<file path="src/rtl/axi_stream_buffer_pkg.sv">
// Shared definitions for the AXI-stream elastic buffer.
//   T_DATA_BIT_DEF / T_USER_WIDTH_DEF : default bus widths
//   entry_def_t                       : stored entry layout {user, data} at default widths
//   clog2_depth()                     : ceil(log2(n)) for pointer and level widths
package axi_stream_pkg;

  localparam int unsigned T_DATA_BIT_DEF   = 128;
  localparam int unsigned T_USER_WIDTH_DEF = 16;

  // User sideband sits above data so both travel as one stored word.
  typedef struct packed {
    logic [T_USER_WIDTH_DEF-1:0] user;
    logic [T_DATA_BIT_DEF-1:0]   data;
  } entry_def_t;

  function automatic int unsigned clog2_depth(input int unsigned n);
    int unsigned r;
    r = 0;
    for (int unsigned i = 0; i < 32; i++) begin
      if ((64'd1 << i) < 64'(n)) r = i + 1;
    end
    return r;
  endfunction

endpackage

</file>
<file path="src/rtl/axi_stream_buffer_if.sv">
// Producer (t_*) and consumer (rx_*) stream channels of the elastic buffer.
//   master : test/system side - drives t_valid/t_data/t_user and rx_ready
//   slave  : buffer side      - drives t_ready and rx_valid/rx_data/rx_user
interface axi_stream_buffer_if #(
  parameter int unsigned T_DATA_BIT   = 128,
  parameter int unsigned T_USER_WIDTH = 16
);
  logic                    t_valid;
  logic                    t_ready;
  logic [T_DATA_BIT-1:0]   t_data;
  logic [T_USER_WIDTH-1:0] t_user;
  logic                    rx_valid;
  logic                    rx_ready;
  logic [T_DATA_BIT-1:0]   rx_data;
  logic [T_USER_WIDTH-1:0] rx_user;

  modport master (
    output t_valid, t_data, t_user, rx_ready,
    input  t_ready, rx_valid, rx_data, rx_user
  );

  modport slave (
    input  t_valid, t_data, t_user, rx_ready,
    output t_ready, rx_valid, rx_data, rx_user
  );
endinterface

</file>
<file path="src/rtl/axi_stream_buffer_mem.sv">
// Entry storage: DEPTH x WIDTH register array.
//   clk     : write clock
//   i_we    : write enable
//   i_waddr : write address
//   i_wdata : write data
//   i_raddr : read address (asynchronous read)
//   o_rdata : entry at i_raddr
// Contents are never cleared; validity is tracked by the controller.
module axi_stream_buffer_mem #(
  parameter int unsigned DEPTH = 8,
  parameter int unsigned WIDTH = 144,
  parameter int unsigned AW    = 3
) (
  input  logic             clk,
  input  logic             i_we,
  input  logic [AW-1:0]    i_waddr,
  input  logic [WIDTH-1:0] i_wdata,
  input  logic [AW-1:0]    i_raddr,
  output logic [WIDTH-1:0] o_rdata
);

  logic [WIDTH-1:0] r_mem [DEPTH];

  always_ff @(posedge clk) begin
    if (i_we) r_mem[i_waddr] <= i_wdata;
  end

  assign o_rdata = r_mem[i_raddr];

endmodule

</file>
<file path="src/rtl/axi_stream_buffer.sv">
// AXI-stream elastic buffer with first-word-fall-through output.
//   clk         : clock, rising edge
//   rst_n       : synchronous active-low reset
//   flush       : synchronous discard of all stored words
//   bus         : t_* producer channel in, rx_* consumer channel out
//   level       : current occupancy 0..DEPTH
//   almost_full : level >= AF_THRESH
module axi_stream_buffer
  import axi_stream_pkg::*;
#(
  parameter int unsigned T_DATA_BIT   = T_DATA_BIT_DEF,
  parameter int unsigned T_USER_WIDTH = T_USER_WIDTH_DEF,
  parameter int unsigned DEPTH        = 8,
  parameter int unsigned AF_THRESH    = DEPTH - 2
) (
  input  logic                              clk,
  input  logic                              rst_n,
  input  logic                              flush,
  axi_stream_buffer_if.slave                bus,
  output logic [clog2_depth(DEPTH+1)-1:0]   level,
  output logic                              almost_full
);

  localparam int unsigned PW = clog2_depth(DEPTH);
  localparam int unsigned LW = clog2_depth(DEPTH + 1);
  localparam int unsigned EW = T_DATA_BIT + T_USER_WIDTH;

  typedef struct packed {
    logic [T_USER_WIDTH-1:0] user;
    logic [T_DATA_BIT-1:0]   data;
  } entry_t;

  logic [PW-1:0] r_wr_ptr;
  logic [PW-1:0] r_rd_ptr;
  logic [LW-1:0] r_level;

  logic   w_t_ready;
  logic   w_rx_valid;
  logic   w_push;
  logic   w_pop;
  entry_t w_wr_entry;
  entry_t w_rd_entry;

  // t_ready depends only on registered level, flush and reset: a pop
  // at full frees space for the next cycle, not this one.
  always_comb begin
    w_t_ready  = rst_n & ~flush & (r_level < LW'(DEPTH));
    w_rx_valid = (r_level != '0);
    w_push     = bus.t_valid & w_t_ready;
    w_pop      = w_rx_valid & bus.rx_ready & ~flush;
    w_wr_entry = '{user: bus.t_user, data: bus.t_data};
  end

  axi_stream_buffer_mem #(
    .DEPTH (DEPTH),
    .WIDTH (EW),
    .AW    (PW)
  ) u_mem (
    .clk     (clk),
    .i_we    (w_push),
    .i_waddr (r_wr_ptr),
    .i_wdata (w_wr_entry),
    .i_raddr (r_rd_ptr),
    .o_rdata (w_rd_entry)
  );

  always_ff @(posedge clk) begin
    if (!rst_n) begin
      r_wr_ptr <= '0;
      r_rd_ptr <= '0;
      r_level  <= '0;
    end else if (flush) begin
      r_wr_ptr <= '0;
      r_rd_ptr <= '0;
      r_level  <= '0;
    end else begin
      if (w_push) r_wr_ptr <= r_wr_ptr + 1'b1;
      if (w_pop)  r_rd_ptr <= r_rd_ptr + 1'b1;
      case ({w_push, w_pop})
        2'b10:   r_level <= r_level + 1'b1;
        2'b01:   r_level <= r_level - 1'b1;
        default: r_level <= r_level;
      endcase
    end
  end

  // Output mux is gated so stale storage never shows when empty.
  always_comb begin
    bus.t_ready  = w_t_ready;
    bus.rx_valid = w_rx_valid;
    bus.rx_data  = w_rx_valid ? w_rd_entry.data : '0;
    bus.rx_user  = w_rx_valid ? w_rd_entry.user : '0;
    level        = r_level;
    almost_full  = (r_level >= LW'(AF_THRESH));
  end

endmodule

</file>
<file path="src/flat_wrapper.sv">
// flat-port wrapper written by rule: the top's interface ports become plain ports
module axi_stream_buffer_flat import axi_stream_pkg::*;
#(
  parameter int unsigned T_DATA_BIT   = T_DATA_BIT_DEF,
  parameter int unsigned T_USER_WIDTH = T_USER_WIDTH_DEF,
  parameter int unsigned DEPTH        = 8,
  parameter int unsigned AF_THRESH    = DEPTH - 2
)
  (clk, rst_n, flush, level, almost_full, bus_t_valid, bus_t_data, bus_t_user, bus_rx_ready, bus_t_ready, bus_rx_valid, bus_rx_data, bus_rx_user);
  axi_stream_buffer_if #(.T_DATA_BIT(T_DATA_BIT), .T_USER_WIDTH(T_USER_WIDTH)) bus_i ();
  input  logic clk;
  input  logic rst_n;
  input  logic flush;
  output logic [clog2_depth(DEPTH+1)-1:0] level;
  output logic almost_full;
  input wire logic [$bits(bus_i.t_valid)-1:0] bus_t_valid;
  input wire logic [$bits(bus_i.t_data)-1:0] bus_t_data;
  input wire logic [$bits(bus_i.t_user)-1:0] bus_t_user;
  input wire logic [$bits(bus_i.rx_ready)-1:0] bus_rx_ready;
  output wire logic [$bits(bus_i.t_ready)-1:0] bus_t_ready;
  output wire logic [$bits(bus_i.rx_valid)-1:0] bus_rx_valid;
  output wire logic [$bits(bus_i.rx_data)-1:0] bus_rx_data;
  output wire logic [$bits(bus_i.rx_user)-1:0] bus_rx_user;
  assign bus_i.t_valid = bus_t_valid;
  assign bus_i.t_data = bus_t_data;
  assign bus_i.t_user = bus_t_user;
  assign bus_i.rx_ready = bus_rx_ready;
  assign bus_t_ready = bus_i.t_ready;
  assign bus_rx_valid = bus_i.rx_valid;
  assign bus_rx_data = bus_i.rx_data;
  assign bus_rx_user = bus_i.rx_user;
  axi_stream_buffer #(.T_DATA_BIT(T_DATA_BIT), .T_USER_WIDTH(T_USER_WIDTH), .DEPTH(DEPTH), .AF_THRESH(AF_THRESH)) u_core (.clk(clk), .rst_n(rst_n), .flush(flush), .bus(bus_i), .level(level), .almost_full(almost_full));
endmodule
</file>
<file path="config.mk">
export PLATFORM = sky130hd
export DESIGN_NAME = axi_stream_buffer_flat
export DESIGN_NICKNAME = d
export VERILOG_FILES = /design/src/rtl/axi_stream_buffer_pkg.sv /design/src/rtl/axi_stream_buffer_if.sv /design/src/rtl/axi_stream_buffer_mem.sv /design/src/rtl/axi_stream_buffer.sv /design/src/flat_wrapper.sv
export SDC_FILE = /design/constraint.sdc
export NUM_CORES = 1
export LEC_CHECK = 0
export ABC_AREA = 1
export CAP_MARGIN = 20
export CORE_MARGIN = 5
export CORE_UTILIZATION = 38
export CTS_CLUSTER_DIAMETER = 40
export DETAILED_ROUTE_END_ITERATION = 8
export PLACE_DENSITY_LB_ADDON = 0.05
export REMOVE_ABC_BUFFERS = 1
export SYNTH_ARGS = -nofsm -noshare
export SYNTH_HDL_FRONTEND = slang
export SYNTH_SLANG_ARGS = --single-unit
</file>
<file path="constraint.sdc">
create_clock -name clk -period 13.05 [get_ports clk]
set_input_delay 2.61 -clock clk [delete_from_list [all_inputs] [get_ports clk]]
set_output_delay 2.61 -clock clk [all_outputs]
set_load 0.01 [all_outputs]
</file>
* Word-level counts from Yosys, hierarchy flattened
Memories as Yosys holds them, arrays and structs flattened. A register that Yosys moved wholly into a read port is not among the register bits.
Cells that the tools add are included.
W data, S select, Z words.
** Storage, ports and cells
- Memories kept :: 1
- Input port bits :: 149
- Bits in registers :: 10
- Memory bits (read-only) :: 0
- Bits in latches :: 0
- Output and inout port bits :: 151
- Memory bits (writable) :: 1152
** Operators by class
- Bitwise logic cells :: 7
- $add $sub $neg :: 4
- Magnitude comparators :: 2
- Shifts and indexed selects :: 0
- Multipliers :: 0
- Div/mod/pow operators :: 0
- Muxes and demuxes :: 7
- Reduce and logical (&&, ||, !) cells :: 3
- Equality and inequality tests :: 2
** Memory list
- u_core.u_mem.r_mem :: depth 8, bits a word 144, read ports 1, clocked after Yosys merged registers in 1, write ports 1, RTL line axi_stream_buffer_mem.sv:22 : logic [WIDTH-1:0] r_mem [DEPTH];
** Operators by type and width (number)
- $mux W128 :: 1
- $mux W16 :: 1
- $pmux W4 S2 :: 1
- $add A3 B1 Y3 const B :: 2
- $mux W3 :: 2
- $and A1 B1 Y1 :: 5
- $add A4 B1 Y4 const B :: 1
- $ge A4 B3 Y1 const B :: 1
- $lt A4 B4 Y1 const B :: 1
- $reduce_bool A4 Y1 :: 1
- $sub A4 B1 Y4 const B :: 1
- $eq A2 B1 Y1 const B :: 1
- $eq A2 B2 Y1 const B :: 1
- $mux W1 :: 2
- $not A1 Y1 :: 2
- $reduce_bool A2 Y1 :: 1
- $reduce_or A2 Y1 :: 1

* Depth between registers and ports, before layout
- Word-level depth :: 6
- Mapped depth :: 15
- Gate-level depth less buffers :: 14

* Modules after synthesis
Synthesis repeated with hierarchy kept, for this count alone.
** Unflattened totals
- Cells, all modules :: 5382
- Area, all modules :: 52083.7 sq um
** Modules (own cells, without submodules)
- axi_stream_buffer_mem :: cells an instance 4993, times used 1, sequential area each 34593.2 sq um, area each 50282.0 sq um
- axi_stream_buffer :: cells an instance 389, times used 1, sequential area each 200.2 sq um, area each 1801.7 sq um

* Worst setup path after synthesis
OpenSTA, ideal clock, no wires.
- Kind :: input to register
- Start point :: input port flush
- End point :: memory u_core.u_mem.r_mem[1][0], enable pin
- Arrival :: 9399 ps
- Stages on the path :: 7
- Path slack :: 3002 ps
- Setup time :: 649 ps
- Buffers on the path :: 0
- Required time :: 12401 ps
- Path through :: inv_1 -> nand2_1 -> nor2_1 -> nand2_1 -> inv_1 -> nand2_1 -> nor2_1
** Between the ends
- Word-level cells in the longest chain between the ends :: 6
** RTL lines
- from (decl) :: RTL line flat_wrapper.sv:13 : input logic flush;
- $not A1 Y1 :: RTL line axi_stream_buffer.sv:47 : w_t_ready = rst_n & ~flush & (r_level < LW'(DEPTH));
- $and A1 B1 Y1 (2 in series) :: RTL line axi_stream_buffer.sv:47
- net bus_t_ready :: RTL line flat_wrapper.sv:20 : output wire logic [$bits(bus_i.t_ready)-1:0] bus_t_ready;
- $and A1 B1 Y1 :: RTL line axi_stream_buffer.sv:49 : w_push = bus.t_valid & w_t_ready;
- $mux W1 :: RTL line axi_stream_buffer_mem.sv:25 : if (i_we) r_mem[i_waddr] <= i_wdata;
- $mux W1 (not written as such) :: RTL line axi_stream_buffer_mem.sv:25
- to (decl) :: RTL line axi_stream_buffer_mem.sv:22
The timed path passes the listed nets, and every way through them passes these cells.

==> impl_metrics.ini <==
[cells_and_area]
areaGrowthSynthToFinish_pct = 21.3
final_cells = 5552
drive_gt1_frac = 0.0895
fin_nets = 3944

[placed_design]
hpwlAfterDp_um = 60900
globalplace.congestion = 0.744
dp_cells = 5228
portBuffers = 299

[global_route]
antenna_found_initial = 15
grt_util_all_layers = 0.192
grt_pass1_wl_um = 185000
grt_max_degree = 241
gr-total-overflow = 0
grt_pass1_vias = 29264

[clock_network]
insertion_delay_ns = 0.73
hold_buffers = 0
htree_levels = 4
clk_pin_slew_ns = 0.05
cts.root.buffer_cell = clkbuf_16
cts_setup_buffers = 0
cts_sinks = 1165
cts_buffer_depth = 3
cts_resized = 0
cts_tree = yes
cts_made_buffers = 171

[yosys]
avgSynthCellArea_um2 = 13.1
syn_inst = 3508
synth-seq-cells = 1165
yosysSeqAreaShare = 0.758
synth_top_area_cell = edfxtp_1
synth_cell_types = 26
yosys-top-cells-area = edfxtp_1 75%, nor2_1 8.3%, o21ai_0 4.7%
synth_area_um2 = 46000
yosys_warnings = 0
synth_top_area_share = 0.752

[floorplanning]
io-pin-count = 300
die_area_um2 = 128000
coreArea_um2 = 120000
die_w_um = 358
die-height_um = 358
rows = 127
start_util = 0.383

[timing]
maxSlewHeadroom = 0.197
finalCritPeriodShare = 0.617
slew_viol_final = 0
finalSetupViolations = 0
finalHoldViolCount = 0
rsz0062_at_grt = no
fmax_mhz = 124
layout_min_cycle_time_ns = 8.05
tightest_slew_ns = 1.20
skew_ns = 0.0175
worst_hold_slack_ns = 0.486

[critical_path]
slowest_stage = buf_4
worstSetupPathType = reg -> out
crit_path_frequent_cell = buf_4
max_stage_delay_ns = 0.87
worst-path-buf-inv = 5
cp.required_ns = 10.44
cp-end-kind = primary output
cp.arrival_ns = 5.44
crit_chain = clkinv_16 > buf_4 > buf_4 > buf_4 > o21ai_0 > o211ai_1 > nand2_1 > nor2_1 > clkdlybuf4s50_1
crit_fanout = 240
critPathLaunchType = register
critPathTopFamily = buffers and inverters

[power]
p_leak_nw = 18.2
power_density_nw_per_um2 = 161
ir_drop_uv = 111

[job]
maxCapViolCount = 0

[route]
num_vias = 28780
drc_errors = 0
post_drt_via_cell_ratio = 5.18
wire_per_inst_um = 22.4
drtAntennaViolNets = 0
routed_wl_um = 124000
drtIter0Drc = 2082
dr.pass1.iters = 5

[outcome]
status = completed

[min_path]
hold_path_class = reg -> reg
-- worst min-delay path, stage by stage, from the launching register on --
cell and delay, ns:
dfxtp_1 0.31, nand2_1 0.06, a21oi_1 0.07
-- registers in the layout (all words and copies together), names as in the netlist, named ones only --
register / flops
u_core.u_mem.r_mem: 1152
u_core.level: 4
u_core.r_rd_ptr: 3
u_core.r_wr_ptr: 3
-- through the flow --
step	total power [mW]	cell area (um^2)	setup TNS [ns]	setup slack, ns	util
detailed placement	4.56	50100	0	5.59	0.417
global placement	4.55	50100	0	5.66	0.417
floorplan	4.37	44600	-793.74	-5.54	-
global route	9.27	55800	0	4.41	0.464
CTS	9.07	55700	0	4.76	0.464
finish	8.96	55800	0	5.00	0.464
-- cells in the final DEF (no fill, tap or decap), types with 16 or more instances in the layout --
| cell type | count |
|---|---|
| clkbuf_16 | 172 |
| nand2_1 | 167 |
| o211ai_2 | 22 |
| buf_4 | 44 |
| bufinv_16 | 18 |
| clkinv_1 | 27 |
| clkinvlp_4 | 20 |
| o21ai_0 | 428 |
| o21ai_1 | 155 |
| nor2_1 | 1012 |
| inv_6 | 16 |
| clkdlybuf4s50_1 | 299 |
| inv_1 | 20 |
| clkbuf_1 | 22 |
| o211ai_1 | 122 |
| edfxtp_1 | 1152 |
| o22ai_1 | 144 |
| clkinv_2 | 26 |
-- cell families after synthesis --
| group | after synthesis | synth area share |
|---|---|---|
| DFF | 1165 | 0.758 |
| and+or+nand+nor | 1194 | 0.0977 |
| AOI/OAI and AO/OA | 881 | 0.110 |
| adders and majority gates | 5 | 0.00136 |
| xor gates and xnor gates | 3 | 0.000572 |
| buffers and inverters | 260 | 0.0323 |
-- layout make-up --
class                           count  area [um^2]
Inverter                           22          111
Sequential cell                  1165        34900
Clock inverter                    122         1260
Clock buffer                      196         4410
Tap cell                         1612         2020
Multi-Input combinational cell   2083         9700
Timing Repair Buffer              347         3410
Antenna cell                        5         12.5
Fill cell                       10763        64300
-- routing by layer --
| metal | vias to the layer above | GRT usage | share of wire |
|---|---|---|---|
| met2 | 703 | 0.322 | 0.48 |
| met1 | 14446 | 0.256 | 0.44 |
| met4 | 14 | 0.0587 | 0.025 |
| met5 | - | 0 | 0.00077 |
| li1 | 13397 | - | - |
| met3 | 220 | 0.0361 | 0.048 |
-- worst paths after layout --
| kind | startpoint | to | slack (ns) | depth (start not counted) |
|---|---|---|---|---|
| setup / recovery | register | bus_rx_user[15] | 5.00 | 9 |
| hold / removal | u_core.r_rd_ptr[1] | register | 0.49 | 2 |
| setup reg to reg | u_core.level[3] | u_core.u_mem.r_mem[2][67] | 9.16 | 7 |
| hold reg to reg | u_core.r_rd_ptr[1] | register | 0.49 | 2 |
-- Yosys cell counts, drive strengths merged --
cell,count
xnor2,2
o21ai,583
nand4,1
ha,5
buf,129
inv,22
o22ai,144
a21oi,10
xor2,1
nand2,167
nor3,1
clkbuf,109
edfxtp,1152
o211ai,144
nor2,1020
dfxtp,13
nand3,5
-- report_power, final --
group / switching, mW / internal [mW] / leakage [nW] / total [mW]
Combinational: 0.205 / 0.134 / 4.98 / 0.339
Clock: 1.68 / 2.80 / 2.72 / 4.48
Sequential: 0.00514 / 4.13 / 10.5 / 4.14
Total: 1.89 / 7.07 / 18.2 / 8.96
(Power assumes the default switching activity.)
